===== src/rtl/hazard_pkg.sv =====
// Shared types for the RV32 pipeline hazard controller: operand-select
// encoding, shadow stage record and writer/match helpers.
package hazard_pkg;

  localparam int REG_AW = 5;
  localparam logic [REG_AW-1:0] REG_ZERO = '0;

  // Ordering matches the select inputs of the execute-stage mux3.
  typedef enum logic [1:0] {
    FWD_RF  = 2'b00,
    FWD_WB  = 2'b01,
    FWD_MEM = 2'b10
  } fwd_sel_e;

  typedef struct packed {
    logic              valid;
    logic [REG_AW-1:0] rs1;
    logic [REG_AW-1:0] rs2;
    logic [REG_AW-1:0] rd;
    logic              we;
    logic              ld;
  } stage_info_t;

  function automatic logic is_writer(input stage_info_t s);
    return s.we && (s.rd != REG_ZERO);
  endfunction

  function automatic logic rd_hits(input stage_info_t s,
                                   input logic [REG_AW-1:0] a,
                                   input logic [REG_AW-1:0] b);
    return is_writer(s) && ((s.rd == a) || (s.rd == b));
  endfunction

endpackage


===== src/rtl/hazard_stage_reg.sv =====
// One shadow pipeline stage register: freezes on hold, loads an empty
// record on bubble, otherwise captures the upstream stage.
module hazard_stage_reg
  import hazard_pkg::*;
(
  input  logic        clk,
  input  logic        rst_n,
  input  logic        hold,
  input  logic        bubble,
  input  stage_info_t d,
  output stage_info_t q
);

  always_ff @(posedge clk) begin
    if (!rst_n) begin
      q <= '0;
    end else if (!hold) begin
      q <= bubble ? '0 : d;
    end
  end

endmodule


===== src/rtl/hazard_unit.sv =====
// Pipeline hazard controller for the 5-stage RV32 core: forwarding selects,
// load-use stalls and branch flushes. Define HAZARD_FORWARDING_EN to enable
// E-stage forwarding; otherwise RAW hazards on E/M producers stall instead.
module hazard_unit
  import hazard_pkg::*;
#(
  parameter int REG_ADDR_WIDTH = 5
) (
  input  logic                      clk_i,
  input  logic                      rst_n_i,
  input  logic                      d_valid_i,
  input  logic [REG_ADDR_WIDTH-1:0] d_rs1_i,
  input  logic [REG_ADDR_WIDTH-1:0] d_rs2_i,
  input  logic [REG_ADDR_WIDTH-1:0] d_rd_i,
  input  logic                      d_reg_write_i,
  input  logic                      d_is_load_i,
  input  logic                      branch_taken_i,
  input  logic                      mem_stall_i,
  output logic [1:0]                forward_a_o,
  output logic [1:0]                forward_b_o,
  output logic                      stall_f_o,
  output logic                      stall_d_o,
  output logic                      flush_d_o,
  output logic                      flush_e_o
);

  stage_info_t d_info;
  stage_info_t e_q;
  stage_info_t m_q;
  stage_info_t w_q;
  fwd_sel_e    fwd_a;
  fwd_sel_e    fwd_b;
  logic        lu;
  logic        unused_fields;

  // An invalid D slot must never become a writer once it reaches E.
  always_comb begin
    d_info       = '0;
    d_info.valid = d_valid_i;
    d_info.rs1   = d_rs1_i;
    d_info.rs2   = d_rs2_i;
    d_info.rd    = d_rd_i;
    d_info.we    = d_valid_i & d_reg_write_i;
    d_info.ld    = d_valid_i & d_is_load_i;
  end

  hazard_stage_reg u_stage_e (
    .clk    (clk_i),
    .rst_n  (rst_n_i),
    .hold   (mem_stall_i),
    .bubble (flush_e_o),
    .d      (d_info),
    .q      (e_q)
  );

  hazard_stage_reg u_stage_m (
    .clk    (clk_i),
    .rst_n  (rst_n_i),
    .hold   (mem_stall_i),
    .bubble (1'b0),
    .d      (e_q),
    .q      (m_q)
  );

  hazard_stage_reg u_stage_w (
    .clk    (clk_i),
    .rst_n  (rst_n_i),
    .hold   (mem_stall_i),
    .bubble (1'b0),
    .d      (m_q),
    .q      (w_q)
  );

`ifdef HAZARD_FORWARDING_EN
  // M is the younger producer, so it wins when both M and W write the source.
  function automatic fwd_sel_e pick_fwd(input logic [REG_AW-1:0] src,
                                        input stage_info_t m,
                                        input stage_info_t w);
    if (is_writer(m) && (m.rd == src)) begin
      return FWD_MEM;
    end else if (is_writer(w) && (w.rd == src)) begin
      return FWD_WB;
    end
    return FWD_RF;
  endfunction

  always_comb begin
    fwd_a = FWD_RF;
    fwd_b = FWD_RF;
    if (e_q.valid) begin
      fwd_a = pick_fwd(e_q.rs1, m_q, w_q);
      fwd_b = pick_fwd(e_q.rs2, m_q, w_q);
    end
    lu = d_valid_i && e_q.ld && rd_hits(e_q, d_rs1_i, d_rs2_i);
  end
`else
  // Without forwarding, any E or M producer blocks the D reader until it
  // reaches W, where the write-first register file covers it.
  always_comb begin
    fwd_a = FWD_RF;
    fwd_b = FWD_RF;
    lu    = d_valid_i && (rd_hits(e_q, d_rs1_i, d_rs2_i) ||
                          rd_hits(m_q, d_rs1_i, d_rs2_i));
  end
`endif

  // Priority: reset, memory freeze, branch redirect, load-use.
  always_comb begin
    stall_f_o = 1'b0;
    stall_d_o = 1'b0;
    flush_d_o = 1'b0;
    flush_e_o = 1'b0;
    if (!rst_n_i) begin
      stall_f_o = 1'b0;
    end else if (mem_stall_i) begin
      stall_f_o = 1'b1;
      stall_d_o = 1'b1;
    end else if (branch_taken_i) begin
      flush_d_o = 1'b1;
      flush_e_o = 1'b1;
    end else if (lu) begin
      stall_f_o = 1'b1;
      stall_d_o = 1'b1;
      flush_e_o = 1'b1;
    end
  end

  assign forward_a_o = rst_n_i ? fwd_a : FWD_RF;
  assign forward_b_o = rst_n_i ? fwd_b : FWD_RF;

  assign unused_fields = ^{e_q, m_q, w_q};

endmodule


===== config.mk =====
export PLATFORM = sky130hd
export DESIGN_NAME = hazard_unit
export DESIGN_NICKNAME = d
export VERILOG_FILES = /design/src/rtl/hazard_pkg.sv /design/src/rtl/hazard_stage_reg.sv /design/src/rtl/hazard_unit.sv
export SDC_FILE = /design/constraint.sdc
export NUM_CORES = 1
export LEC_CHECK = 0
export CAP_MARGIN = 25
export CORE_UTILIZATION = 46
export DETAILED_ROUTE_END_ITERATION = 12
export GPL_TIMING_DRIVEN = 1
export PLACE_DENSITY = 0.83
export SYNTH_ARGS = -nofsm -noshare
export SYNTH_HDL_FRONTEND = slang
export SYNTH_SLANG_ARGS = --single-unit

===== constraint.sdc =====
create_clock -name clk_i -period 3.57 [get_ports clk_i]
set_clock_uncertainty 0.05 [all_clocks]
set_input_delay 0.5355 -clock clk_i [delete_from_list [all_inputs] [get_ports clk_i]]
set_output_delay 0.5355 -clock clk_i [all_outputs]
set_load 0.005 [all_outputs]

=== Word level (Yosys, flattened, before mapping) ===
Index checks and enable logic that the tools add are counted.

* Bits in registers: 12
* Input port bits: 22
* Output and inout port bits: 8
* Word-level logic and storage cells: 31

* Equality and inequality tests: 4
* Multiplexer cells: 11
* Bitwise gates (word level): 2
* Reduce and logical (&&, ||, !) cells: 10

{| class="wikitable"
|+ Operator list
! kind !! count
|-
| $eq 5x5->1 || 4
|-
| $mux 1 || 10
|-
| $reduce_bool 5->1 || 2
|-
| $mux 7 || 1
|-
| $logic_and 1x1->1 || 5
|-
| $logic_or 1x1->1 || 3
|-
| $and 1x1->1 || 2
|}

=== Depth between registers and ports, before layout ===
* Depth in word-level cells: 10
* Mapped depth: 6

=== By module ===
From an unflattened synthesis, not the netlist that was laid out.

* Cell total of the unflattened synthesis: 209
* Area total of the unflattened synthesis: 1785.5 um2

{| class="wikitable"
|+ By module, submodules not included
! module !! times used !! cells an instance !! area each (um2) !! sequential area each (um2)
|-
| hazard_stage_reg || 2 || 80 || 710.7 || 360.3
|-
| hazard_unit || 1 || 49 || 364.1 || 0.0
|}

=== Worst setup path after synthesis ===
Ideal clock, no wire load.

* Path type: in2out
* From: in d_rs2_i[3]
* To: out stall_f_o
* Arrival time: 1.584 ns
* Required time: 2.984 ns
* Slack: 1.401 ns
* Stages: 6
* Path buffers: 1
* Cell sequence: xor2_1 nor3_1 a22oi_1 o32ai_2 a31o_1 buf_4

* Longest elaborated chain between the ends: 9
* Elaborated cells between the ends (all ways): 12

{| class="wikitable"
|+ RTL lines
! element !! RTL line !! RTL
|-
| start, declared || hazard_unit.sv:13 || <nowiki>input logic [REG_ADDR_WIDTH-1:0] d_rs2_i,</nowiki>
|-
| $eq 5x5->1 || hazard_pkg.sv:31 || <nowiki>return is_writer(s) && ((s.rd == a) || (s.rd == b));</nowiki>
|-
| $logic_or 1x1->1 || hazard_pkg.sv:31 ||
|-
| $logic_and 1x1->1 || hazard_pkg.sv:31 ||
|-
| $logic_or 1x1->1 * || hazard_unit.sv:102 || <nowiki>lu = d_valid_i && (rd_hits(e_q, d_rs1_i, d_rs2_i) ||</nowiki>
|-
| $logic_and 1x1->1 * || hazard_unit.sv:102 ||
|-
| $mux 1 * (4 in a row) || -- ||
|-
| end, declared || hazard_unit.sv:21 || <nowiki>output logic stall_f_o,</nowiki>
|}

Every way passes the cells marked *; elsewhere a longest branch is shown, timed or not.

=== Worst setup path after layout ===
* From: in d_rs1_i[2]
* To: out stall_f_o

* Longest elaborated chain between the ends: 9
* Elaborated cells between the ends (all ways): 12

{| class="wikitable"
|+ RTL lines
! element !! RTL line !! RTL
|-
| start, declared || hazard_unit.sv:12 || <nowiki>input logic [REG_ADDR_WIDTH-1:0] d_rs1_i,</nowiki>
|-
| $eq 5x5->1 || hazard_pkg.sv:31 ||
|-
| $logic_or 1x1->1 || hazard_pkg.sv:31 ||
|-
| $logic_and 1x1->1 || hazard_pkg.sv:31 ||
|-
| $logic_or 1x1->1 * || hazard_unit.sv:102 ||
|-
| $logic_and 1x1->1 * || hazard_unit.sv:102 ||
|-
| $mux 1 * || hazard_unit.sv:121 || <nowiki>end else if (lu) begin</nowiki>
|-
| $mux 1 * || hazard_unit.sv:118 || <nowiki>end else if (branch_taken_i) begin</nowiki>
|-
| $mux 1 * || hazard_unit.sv:115 || <nowiki>end else if (mem_stall_i) begin</nowiki>
|-
| $mux 1 * || hazard_unit.sv:113 || <nowiki>if (!rst_n_i) begin</nowiki>
|}

Marked as above.

==> results.yml <==
grt:
  grtUsageTotal_pct: 20.3
  antenna_found_initial: 0
  globalRouteMet3Util_pct: 2.50
  use_met2_pct: 34.9
  grt_pass1_vias: 692
  top_usage_layer: "met2"
  grt_pass1_wl_mm: 2.89
  grt-ovfl-total: 0
  grt_max_degree: 12
  gr-usage-met1_pct: 24.4
timing:
  post-route-min-period_ns: 3.21
  tns_ns: 0
  fin_crit_sh_pct: 90.0
  fmax_ghz: 0.311
  finalSetupViolations: 0
  grt_setup_unrepaired: "false"
  hold_violations: 0
  slew_violations: 0
power:
  vdd.ir_drop.worst_mv: 0.204
  power.net_switching_mw: 0.0764
  seqPwrFrac_pct: 45.6
  power.density_nw_per_um2: 298
  p_leak_nw: 0.477
  intPower_mw: 0.238
  swShare_pct: 24.3
  p_comb_share_pct: 20.6
  power_frac_clock_pct: 33.8
setup_path:
  critPathMaxFanout: 6
  crit_arrival_ns: 2.63
  cp_data_required_time_ns: 2.98
  end_kind: "primary output"
  slowest_stage: "clkdlybuf4s50_1"
  crit_top_cell: "clkdlybuf4s50_1"
  cp-start-kind: "input port"
  crit_chain: "clkdlybuf4s50_1, xor2_1, nor3_1, a22oi_1, o32ai_2, a31o_1, clkdlybuf4s50_1"
  path_class: "in2out"
  max_stage_delay_ns: 0.51
drt:
  vias: 713
  postRouteAntennaNets: 0
  first_pass_iters: 8
  via_per_inst: 5.28
  drt_iter0_markers: 10
  detail_route.wl_per_cell_um: 12.7
  routed_wl_mm: 1.71
  drc: 2
layout:
  num_antenna_cells: 0
  areaGrowthSynthToFinish_pct: 31.8
  most-common-layout-cells: "clkdlybuf4s50_1, xor2_1, dfxtp_1, nand2_1"
  final_nets: 142
  fill_cells: 143
  layout-drive-gt1-share_pct: 5.88
  utilization_pct: 67.8
  fin_cells: 135
  layout_commonest_cell: "clkdlybuf4s50_1"
logic_synthesis:
  synth_seq_area_share_pct: 30.0
  synth_top_family_by_area: "XOR/XNOR gates"
  synth_xor_area_share_pct: 21.8
  syn_area_per_cell_um2: 8.27
  synth_simple_gate_area_share_pct: 19.8
  synthAdderAreaFrac_pct: 0
  synth-compound-area-share_pct: 12.5
  netlist_instances: 97
  ys_warn_count: 0
  synth_mux_area_share_pct: 7.49
  synth-seq-cells: 12
  syn-cell-area_um2: 802
  synthDistinctLibCells: 25
floorplan:
  placementRows: 14
  die_y_um: 43.8
  die_x_um: 43.8
  ios: 30
  start_util_pct: 51.4
  core_area_um2: 1560
  fp.dieArea_um2: 1910
flow_run:
  drv_cap: 0
place:
  finalWeightedCongestion: 0.866
  dp_cells: 131
  io_buffers: 24
  hpwlAfterDp_mm: 1.33
clock_tree:
  cts_resized: 0
  cts_root_buf: "clkbuf_4"
  cts_setup_buffers: 0
  cts-htree-levels: 1
  cts.clk_slew.worst_paths_ns: 0.08
  insertion_delay_ns: 0.27
  clkSinkCount: 12
  cts_buffers: 3
  cts_buffer_depth: 2
  cts_tree: "yes"
  hold_buffers: 0
outcome:
  outcome: "finished with violations"
  violations: "design-rule violations"
hold_path:
  holdCritPathClass: "reg2reg"
-- synthesized netlist by cell type, drive strengths merged --
cell type   n  area, um^2
and2        1        6.26
nor2b       6        37.5
a22oi       2        15.0
xor2       20         175
nand3       1        5.00
conb        1        3.75
or2         1        6.26
and3        2        12.5
nand2      11        41.3
clkbuf      3        11.3
buf         6        41.3
nor3        4        20.0
a31o        1        8.76
o32ai       1        16.3
dfxtp      12         240
inv         3        11.3
o22ai       1        6.26
a41o        1        10.0
mux2i       6        60.1
nor2        4        15.0
o21ai       8        43.8
or4         2        15.0
-- sequential cells by signal, indices dropped and copies added (netlist names) --
name	count
u_stage_m.q	6
u_stage_e.q	6
-- cell families after synthesis --
group,after synthesis
simple gates,32
xor+xnor,20
compound gates,14
flops,12
buf+inv,12
mux,6
other cells,1
-- per-layer routing --
layer | part of all wire, % | vias to the layer above
met5 | 0 | -
met4 | 1.7 | 0
met3 | 6.2 | 4
met2 | 47 | 32
met1 | 45 | 317
li1 | - | 360
-- stage by stage --
step,total power [mW],instance area [um^2],hold WS [ns],setup WS (ns)
after floorplan,0.180,813,0.413,1.40
after global placement,0.209,1020,0.440,0.429
after detailed placement,0.211,1020,0.452,0.372
after CTS,0.318,1060,0.466,0.362
after global routing,0.335,1060,0.491,0.203
final,0.315,1060,0.456,0.358
-- worst paths after layout --
check,depth (start not counted),slack (ns),endpoint,start
setup / recovery,7,0.36,stall_f_o,d_rs1_i[2]
hold / removal,2,0.46,u_stage_e.q[1],u_stage_e.q[1]
setup reg to reg,5,1.96,u_stage_e.q[2],u_stage_e.q[6]
hold reg to reg,2,0.46,u_stage_e.q[1],u_stage_e.q[1]
-- layout make-up --
class,count,area (um^2),area share [%]
tap,16,20.0,1.89
multi-input combinational,76,509,48.2
timing repair buffer,24,240,22.7
inverter,3,11.3,1.07
clock buffer,4,36.3,3.43
sequential,12,240,22.7
-- power by group through the flow --
stage / Clock [mW] / Sequential, mW / Combinational, mW
after global placement: 0 / 0.146 / 0.0626
after global routing: 0.120 / 0.144 / 0.0713
after CTS: 0.110 / 0.143 / 0.0650
after detailed placement: 0 / 0.147 / 0.0643
final: 0.106 / 0.143 / 0.0648
after floorplan: 0 / 0.145 / 0.0350
-- critical path, delay by kind of cell --
| kind | cells | cell delay (ns) |
|---|---|---|
| AO/OA/AOI/OAI | 3 | 0.73 |
| buffers and inverters | 2 | 0.97 |
| XOR/XNOR | 1 | 0.16 |
| AND/OR/NAND/NOR | 1 | 0.23 |
Power figures use the tool's default switching activity.
